## config.mk

```make
export PLATFORM = sky130hd
export DESIGN_NAME = uart_tx_arbiter_flat
export DESIGN_NICKNAME = d
export VERILOG_FILES = /design/src/rtl/uart_tx_arbiter_if.sv /design/src/rtl/uart_tx_arbiter.sv /design/src/flat_wrapper.sv
export SDC_FILE = /design/constraint.sdc
export NUM_CORES = 1
export LEC_CHECK = 0
export BUFFER_PORTS_ARGS = -buffer_cell sky130_fd_sc_hd__buf_2
export CAP_MARGIN = 40
export CORE_MARGIN = 8
export CORE_UTILIZATION = 55
export CTS_CLUSTER_SIZE = 16
export DETAILED_ROUTE_END_ITERATION = 12
export PLACE_DENSITY = 0.84
export SYNTH_ARGS = -nofsm -noshare
export SYNTH_HDL_FRONTEND = slang
export SYNTH_SLANG_ARGS = --single-unit
export TNS_END_PERCENT = 100
```

## constraint.sdc

```tcl
create_clock -name clk -period 6.4 [get_ports clk]
set_clock_uncertainty 0.2 [all_clocks]
set_input_delay 0 -clock clk [delete_from_list [all_inputs] [get_ports clk]]
set_output_delay 0 -clock clk [all_outputs]
set_load 0.02 [all_outputs]
```

## src/rtl/uart_tx_arbiter_if.sv

```systemverilog
// Handshake bundle between the debug message sources, the arbiter and the UART.
// The requester/UART side uses the master modport; the arbiter uses slave.
interface uart_tx_arbiter_if #(
    parameter int N_REQ = 4
);
    logic [N_REQ*8-1:0] req_dat;
    logic [N_REQ-1:0]   req_val;
    logic [N_REQ-1:0]   req_last;
    logic [N_REQ-1:0]   req_rdy;
    logic [N_REQ-1:0]   grant;
    logic [7:0]         uart_txd;
    logic               uart_txv;
    logic               uart_cts;
    logic               busy;
    logic               err;

    modport master (
        output req_dat, req_val, req_last, uart_cts,
        input  req_rdy, uart_txd, uart_txv, grant, busy, err
    );

    modport slave (
        input  req_dat, req_val, req_last, uart_cts,
        output req_rdy, uart_txd, uart_txv, grant, busy, err
    );
endinterface

```

## src/rtl/uart_tx_arbiter.sv

```systemverilog
// Round-robin arbiter sharing the debug UART transmitter between N_REQ message
// sources; one grant per message, optional LF,CR terminator after each message.
//
//   state     | meaning
//   S_IDLE    | no owner, scan requests from rr_ptr
//   S_SEND    | forward bytes of the granted source
//   S_TERM    | message done (last, truncated or stalled), send LF
//   S_CR      | send CR
//   S_RELEASE | drop grant, advance rr_ptr past the owner
module uart_tx_arbiter #(
    parameter int N_REQ       = 4,
    parameter int MAX_MSG_LEN = 64,
    parameter int STALL_TICKS = 1024,
    parameter int APPEND_CRLF = 1
) (
    input logic              clk,
    input logic              rst,
    uart_tx_arbiter_if.slave bus
);
    localparam int PW = $clog2(N_REQ);
    localparam int BW = $clog2(MAX_MSG_LEN + 1);
    localparam int SW = $clog2(STALL_TICKS + 1);
    localparam logic [BW-1:0] BYTE_LAST  = BW'(MAX_MSG_LEN - 1);
    localparam logic [SW-1:0] STALL_LAST = SW'(STALL_TICKS - 1);
    localparam logic [PW-1:0] IDX_LAST   = PW'(N_REQ - 1);

    typedef enum logic [2:0] {S_IDLE, S_SEND, S_TERM, S_CR, S_RELEASE} state_t;

    state_t           state, state_nxt;
    logic [N_REQ-1:0] grant, grant_nxt;
    logic [PW-1:0]    gidx, gidx_nxt;
    logic [PW-1:0]    rr_ptr, rr_nxt;
    logic [BW-1:0]    byte_cnt, byte_nxt;
    logic [SW-1:0]    stall_cnt, stall_nxt;
    logic [7:0]       txd, txd_nxt;
    logic             txv, txv_nxt;
    logic             err, err_nxt;

    logic [PW:0]      rr_sum;
    logic [PW-1:0]    pick;
    logic             pick_found;
    logic             can_send;

    assign can_send     = bus.uart_cts && !txv;
    assign bus.req_rdy  = (state == S_SEND && can_send) ? grant : '0;
    assign bus.grant    = grant;
    assign bus.uart_txd = txd;
    assign bus.uart_txv = txv;
    assign bus.busy     = (state != S_IDLE);
    assign bus.err      = err;

    // First requester at or after rr_ptr, wrapping modulo N_REQ.
    always_comb begin
        pick       = '0;
        pick_found = 1'b0;
        rr_sum     = '0;
        for (int k = 0; k < N_REQ; k++) begin
            rr_sum = {1'b0, rr_ptr} + (PW+1)'(k);
            if (rr_sum >= (PW+1)'(N_REQ)) rr_sum = rr_sum - (PW+1)'(N_REQ);
            if (!pick_found && bus.req_val[rr_sum[PW-1:0]]) begin
                pick_found = 1'b1;
                pick       = rr_sum[PW-1:0];
            end
        end
    end

    always_comb begin
        state_nxt = state;
        grant_nxt = grant;
        gidx_nxt  = gidx;
        rr_nxt    = rr_ptr;
        byte_nxt  = byte_cnt;
        stall_nxt = stall_cnt;
        txd_nxt   = txd;
        txv_nxt   = 1'b0;
        err_nxt   = 1'b0;
        case (state)
            S_IDLE: begin
                if (pick_found) begin
                    grant_nxt = {{(N_REQ-1){1'b0}}, 1'b1} << pick;
                    gidx_nxt  = pick;
                    byte_nxt  = '0;
                    stall_nxt = '0;
                    state_nxt = S_SEND;
                end
            end
            S_SEND: begin
                if (bus.req_val[gidx]) begin
                    if (can_send) begin
                        txd_nxt   = bus.req_dat[8*gidx +: 8];
                        txv_nxt   = 1'b1;
                        byte_nxt  = byte_cnt + 1'b1;
                        stall_nxt = '0;
                        if (bus.req_last[gidx]) begin
                            state_nxt = S_TERM;
                        end else if (byte_cnt == BYTE_LAST) begin
                            err_nxt   = 1'b1;
                            state_nxt = S_TERM;
                        end
                    end
                end else if (stall_cnt == STALL_LAST) begin
                    err_nxt   = 1'b1;
                    state_nxt = S_TERM;
                end else begin
                    stall_nxt = stall_cnt + 1'b1;
                end
            end
            S_TERM: begin
                if (APPEND_CRLF == 0) begin
                    state_nxt = S_RELEASE;
                end else if (can_send) begin
                    txd_nxt   = 8'h0a;
                    txv_nxt   = 1'b1;
                    state_nxt = S_CR;
                end
            end
            S_CR: begin
                if (can_send) begin
                    txd_nxt   = 8'h0d;
                    txv_nxt   = 1'b1;
                    state_nxt = S_RELEASE;
                end
            end
            S_RELEASE: begin
                grant_nxt = '0;
                rr_nxt    = (gidx == IDX_LAST) ? '0 : gidx + 1'b1;
                state_nxt = S_IDLE;
            end
            default: state_nxt = S_IDLE;
        endcase
    end

    always_ff @(posedge clk) begin
        if (rst) begin
            state     <= S_IDLE;
            grant     <= '0;
            gidx      <= '0;
            rr_ptr    <= '0;
            byte_cnt  <= '0;
            stall_cnt <= '0;
            txd       <= 8'h00;
            txv       <= 1'b0;
            err       <= 1'b0;
        end else begin
            state     <= state_nxt;
            grant     <= grant_nxt;
            gidx      <= gidx_nxt;
            rr_ptr    <= rr_nxt;
            byte_cnt  <= byte_nxt;
            stall_cnt <= stall_nxt;
            txd       <= txd_nxt;
            txv       <= txv_nxt;
            err       <= err_nxt;
        end
    end
endmodule
```

## src/flat_wrapper.sv

```systemverilog
// flat-port wrapper written by rule: the top's interface ports become plain ports
module uart_tx_arbiter_flat 
#(
    parameter int N_REQ       = 4,
    parameter int MAX_MSG_LEN = 64,
    parameter int STALL_TICKS = 1024,
    parameter int APPEND_CRLF = 1
)
  (clk, rst, bus_req_dat, bus_req_val, bus_req_last, bus_uart_cts, bus_req_rdy, bus_uart_txd, bus_uart_txv, bus_grant, bus_busy, bus_err);
  uart_tx_arbiter_if #(.N_REQ(N_REQ)) bus_i ();
  input logic clk;
  input logic rst;
  input wire logic [$bits(bus_i.req_dat)-1:0] bus_req_dat;
  input wire logic [$bits(bus_i.req_val)-1:0] bus_req_val;
  input wire logic [$bits(bus_i.req_last)-1:0] bus_req_last;
  input wire logic [$bits(bus_i.uart_cts)-1:0] bus_uart_cts;
  output wire logic [$bits(bus_i.req_rdy)-1:0] bus_req_rdy;
  output wire logic [$bits(bus_i.uart_txd)-1:0] bus_uart_txd;
  output wire logic [$bits(bus_i.uart_txv)-1:0] bus_uart_txv;
  output wire logic [$bits(bus_i.grant)-1:0] bus_grant;
  output wire logic [$bits(bus_i.busy)-1:0] bus_busy;
  output wire logic [$bits(bus_i.err)-1:0] bus_err;
  assign bus_i.req_dat = bus_req_dat;
  assign bus_i.req_val = bus_req_val;
  assign bus_i.req_last = bus_req_last;
  assign bus_i.uart_cts = bus_uart_cts;
  assign bus_req_rdy = bus_i.req_rdy;
  assign bus_uart_txd = bus_i.uart_txd;
  assign bus_uart_txv = bus_i.uart_txv;
  assign bus_grant = bus_i.grant;
  assign bus_busy = bus_i.busy;
  assign bus_err = bus_i.err;
  uart_tx_arbiter #(.N_REQ(N_REQ), .MAX_MSG_LEN(MAX_MSG_LEN), .STALL_TICKS(STALL_TICKS), .APPEND_CRLF(APPEND_CRLF)) u_core (.clk(clk), .rst(rst), .bus(bus_i));
endmodule
```

# Word-level counts from Yosys, hierarchy flattened
# Cells that the tools add are included.
# totals
ff_bits	39
latch_bits	0
ram_bits	0
mem_bits_ro	0
input_bits	43
output_inout_bits	19
word_cells	128
mem_count	0
# op_classes
add_sub_neg	10
n_mul	0
div_mod_pow	0
n_lt_le_gt_ge	9
eq_ne	16
shifts	2
mux	59
bitwise_logic	1
reduce_logical	22
# ops
cell	n
$mux W11	4
$mux W8	4
$shiftx A32 B6 Y8	1
$mux W3	8
$pmux W8 S3	1
$pmux W11 S2	1
$mux W7	3
$mux W2	9
$mux W1	17
$lt A2 B3 Y1 const B	5
$pmux W7 S2	1
$bmux W1 S2	6
$pmux W3 S4	1
$add A11 B1 Y11 const B	1
$eq A11 B10 Y1 const B	1
$ge A3 B3 Y1 const B	3
$mux W4	2
$ne A2 B1 Y1 const B	4
$pmux W4 S2	1
$reduce_and A4 Y1	2
$sub A2 B1 Y2 const B	4
$add A7 B1 Y7 const B	1
$eq A7 B6 Y1 const B	1
$add A2 B2 Y3 const B	2
other kinds (23)	36

# Logic depth before layout (Yosys ltp)
# depth
ltp_word	17
ltp_mapped	7
mapped_depth_nobuf	6

# Worst setup path before layout
# Ideal clock, no wire load.
# synth_path
path_kind	register to register
startpoint	register u_core.gidx[1]
endpoint	register u_core.stall_cnt[3]
setup_ps	132
arrival_ps	1763
t_required_ps	6068
slack_ps	4305
stages_incl_launch_ff	7
path_buffers	1
period_less_slack_ps	2095
cell_sequence	dfxtp_1 mux4_2 or2_1 buf_6 o211ai_2 o211a_1 nor3_1
# synth_between
elab_chain_len	4
word_cells_on_any_way	7
cone_classes	eq/ne: 2; mux: 4; reduce/logical: 1
# synth_rtl
element	line	rtl
start, declared	uart_tx_arbiter.sv:31	logic [PW-1:0] gidx, gidx_nxt;
start signal, assigned	uart_tx_arbiter.sv:147	gidx <= gidx_nxt;
$bmux W1 S2 (*)	uart_tx_arbiter.sv:88	if (bus.req_val[gidx]) begin
$mux W1 (implied by the code) (*)	uart_tx_arbiter.sv:88	
$ne A3 B2 Y1 (no line) (tied with other cells)	n/a	
$reduce_and A4 Y1 (no line) / $pmux W11 S2 (equally long branches)	n/a	
end signal, assigned	uart_tx_arbiter.sv:150	stall_cnt <= stall_nxt;
end, declared	uart_tx_arbiter.sv:34	logic [SW-1:0] stall_cnt, stall_nxt;
# Mark *: on every way between the ends. The rest lies on a longest branch, timed or not. The select of a mux whose other input is x is not followed.
# A chain may end at the register's enable or synchronous reset.

# Worst setup path after layout
# layout_path
startpoint	register u_core.gidx[1]
endpoint	register u_core.stall_cnt[0]
# The elaborated chain is that of the path after synthesis.

==> impl_metrics.json <==
{
  "timing.critical_path.to_type": "flop",
  "setup_total_negative_slack_ns": 0,
  "synthDistinctLibCells": 50,
  "syn_inst": 248,
  "ioPinCount": 62,
  "ff2ff_setup_slack_ns": 3.75,
  "post_synthesis_instance_area_mm2": 0.00214,
  "die-area_mm2": 0.00614,
  "post-route-drc-count": 0,
  "syn_to_final_growth_pct": 25.3,
  "p_clk_frac": 0.254,
  "synthArstFlopShare": 0,
  "ys_seq_area_frac": 0.365,
  "critical_path_required_ns": 6.36,
  "grt_antenna_before_repair": 0,
  "grt_setup_unrepaired": "false",
  "timing.final.max_slew_violations": 0,
  "crit_path_end": "u_core.stall_cnt[0]",
  "detail_route.iter0.violations": 134,
  "swShare": 0.383,
  "die_width_um": 78.4,
  "fmax_mhz": 377,
  "drtPass1Iterations": 4,
  "critical_path.slowest_cell": "sky130_fd_sc_hd__mux4_2",
  "worstPathMaxFanout": 12,
  "routed_wirelength_um": 5970,
  "yosys_most_used_dff": "sky130_fd_sc_hd__dfxtp_1",
  "port_buffers": 61,
  "grt_util_all_layers": 0.201,
  "critPathBufInv": 0,
  "setup.worst_path.start": "u_core.gidx[1]",
  "final_cells": 362,
  "nNetsFinal": 359,
  "maxCapViolations": 0,
  "synth.ff_latch_count": 39,
  "synth.net_count": 294,
  "dr_total_vias": 2155,
  "pre_cts_ws_ns": 3.79,
  "timing.critical_path.cells": "mux4_2, or2_1, o211ai_2, mux2_2, nor2_1",
  "detailedPlacementHpwl_um": 3960,
  "synth_warnings": 0,
  "final_period_minus_worst_setup_slack_ns": 2.65,
  "p_int_uw": 520,
  "power.net_switching_uw": 322,
  "worst_voltage_drop_across_the_vdd_grid_mv": 0.242,
  "cp_top_family": "multiplexers",
  "power-per-cell-area_mw_per_mm2": 314,
  "leakagePower_nw": 1.08,
  "drt.antenna.violating_nets": 0,
  "finalWorstSetupSlack_ns": 3.75,
  "synth_edf_count": 0,
  "critical_path.reg2reg.endpoint": "u_core.stall_cnt[0]",
  "cts_buffer_depth": 2,
  "worstSetupPathDepth": 5,
  "clock_sink_count": 39,
  "numCtsBuffers": 5,
  "slowest_delay_ns": 0.67,
  "first_global_vias": 2225,
  "grt-ovfl-total": 0,
  "critPathLaunchType": "flop",
  "avgViaCountPerCell": 5.95,
  "power.share.combinational": 0.379,
  "grt_max_degree": 41,
  "startpoint_of_the_lowest_slack_register_to_register_path": "u_core.gidx[1]",
  "resized_gates_after_cts": 0,
  "post_cts.repair.setup_buffers": 0,
  "total_power_consumption_uw": 842,
  "min_period_over_period": 0.414,
  "timing.setup.critical_path_class": "reg -> reg",
  "coreArea_mm2": 0.00369,
  "per_cell_routed_wire_length_um": 16.5,
  "floorplan.die.height_um": 78.4,
  "outcome": "complete, no violations",
  "critPathArrivalTime_ns": 2.61,
  "drive_gt1_frac": 0.283,
  "worstMarginPinSlew_ns": 0.711,
  "p_seq_frac": 0.368,
  "avgSynthCellArea_um2": 8.63,
  "htree_levels": 2,
  "hold_viol": 0,
  "tritoncts": "yes",
  "holdCritPathClass": "in -> reg",
  "grt_first_pass_wirelength_um": 10300,
  "placed_cells_incl_taps": 341,
  "placementRows": 22,
  "insertedDiodeCount": 0,
  "clk_transition_reported_paths_ns": 0.08,
  "gp_routability_congestion": 0.866,
  "worst_skew_pair.late_latency_ns": 0.29,
  "setup_violations": 0,
  "start_util": 0.580,
  "maxSlewHeadroom": 0.526,
  "worstRegToRegCells": 5,
  "cts.root.buffer_cell": "sky130_fd_sc_hd__clkbuf_8"
}
[cells in the mapped netlist, drive strengths merged (3+ instances only)]
master | count | area share
nand2 | 19 | 0.035
dfxtp | 39 | 0.36
a211oi | 4 | 0.014
a22oi | 5 | 0.018
o21bai | 3 | 0.011
nor3 | 18 | 0.044
nor4 | 4 | 0.015
mux4 | 10 | 0.11
nand3 | 16 | 0.040
buf | 5 | 0.015
or4 | 3 | 0.011
o21ai | 3 | 0.0070
clkbuf | 11 | 0.019
ha | 3 | 0.018
nand2b | 4 | 0.012
inv | 6 | 0.011
and3 | 7 | 0.020
a311oi | 4 | 0.016
or3 | 4 | 0.012
nor2 | 30 | 0.054
a21oi | 22 | 0.051
[metrics by stage]
stage | area (um^2) | hold slack, ns | utilization
6_report | 2680 | 0.0353 | 0.727
5_1_grt | 2680 | 0.0475 | 0.727
4_1_cts | 2680 | 0.00321 | 0.727
3_5_place_dp | 2430 | 0.194 | 0.659
3_3_place_gp | 2430 | 0.193 | 0.659
2_1_floorplan | 2140 | -0.0160 | -
[placed cells by master (no fill, tap or decap), types with 3 or more instances in the layout]
cell type	instances
sky130_fd_sc_hd__nor2_1	29
sky130_fd_sc_hd__dfxtp_1	39
sky130_fd_sc_hd__a22oi_1	5
sky130_fd_sc_hd__and3_1	7
sky130_fd_sc_hd__nand3_1	15
sky130_fd_sc_hd__or4_1	3
sky130_fd_sc_hd__o21bai_1	3
sky130_fd_sc_hd__dlygate4sd3_1	13
sky130_fd_sc_hd__a21oi_1	22
sky130_fd_sc_hd__clkbuf_8	6
sky130_fd_sc_hd__a211oi_1	4
sky130_fd_sc_hd__nand2_1	18
sky130_fd_sc_hd__nor4_1	3
sky130_fd_sc_hd__inv_1	6
sky130_fd_sc_hd__a311oi_1	4
sky130_fd_sc_hd__nor3_1	17
sky130_fd_sc_hd__buf_2	61
sky130_fd_sc_hd__ha_1	3
sky130_fd_sc_hd__mux4_2	10
sky130_fd_sc_hd__or3_1	4
sky130_fd_sc_hd__o21ai_0	3
sky130_fd_sc_hd__nand2b_1	4
[sequential cells by signal, summed over array words and instances, names as in the netlist]
register and count:
u_core.bus.grant 4, u_core.bus.uart_txv 1, u_core.byte_cnt 7, u_core.stall_cnt 11, u_core.bus.err 1, u_core.state 3
u_core.bus.uart_txd 8, u_core.gidx 2, u_core.rr_ptr 2
[layout make-up]
class                      instances  area, um^2
clock inverter                     2        35.0
sequential                        39         781
timing repair buffer              74         435
multi-input combinational        187        1260
tap                               48        60.1
fill                             286        1010
clock buffer                       6        82.6
inverter                           6        22.5
[how the worst min path moves through the flow]
stage / depth (start not counted) / slack, ns / endpoint / from
floorplan: 2 / -0.02 / u_core.state[0] / rst
global placement: 3 / 0.19 / u_core.bus.uart_txv / bus_uart_cts
detailed placement: 3 / 0.19 / u_core.bus.uart_txv / bus_uart_cts
CTS: 4 / 0.003 / u_core.state[0] / bus_req_val[0]
global route: 4 / 0.05 / u_core.state[0] / bus_req_val[0]
finish: 4 / 0.04 / u_core.state[0] / bus_req_val[0]
[power groups by stage]
stage,logic [mW],registers (mW),clock network [mW]
3_3_place_gp,0.293,0.311,0
6_report,0.319,0.310,0.214
5_1_grt,0.352,0.315,0.231
2_1_floorplan,0.235,0.306,0
4_1_cts,0.312,0.308,0.218
3_5_place_dp,0.297,0.313,0
[logic make-up (layout without fill, tap and decap cells)]
group	count (synthesis)	count (layout)	share of synthesized area
adders and majority gates	3	3	0.0175
and+or+nand+nor	114	114	0.273
AOI/OAI and AO/OA	54	54	0.168
buffers and inverters	22	88	0.0444
xor gates and xnor gates	3	3	0.0123
DFF	39	39	0.365
muxes	13	13	0.120
[repair_timing]
item                                    CTS  global route
endpoints found under the setup margin    0             0
hold buffers                             13             0
hold endpoints to repair                  9             0
[metal layers]
| layer | share of wire | track usage |
|---|---|---|
| met1 | 0.41 | 0.235 |
| met2 | 0.49 | 0.335 |
| met3 | 0.090 | 0.0740 |
| met4 | 0.010 | 0.0630 |
| met5 | 0 | 0 |
[worst min-delay path, stage by stage]
cell and delay (ns):
sky130_fd_sc_hd__buf_2 0.13, sky130_fd_sc_hd__or4_1 0.16, sky130_fd_sc_hd__o21ai_0 0.08, sky130_fd_sc_hd__mux2i_1 0.11
No activity file was read; power rests on OpenSTA's default activity.
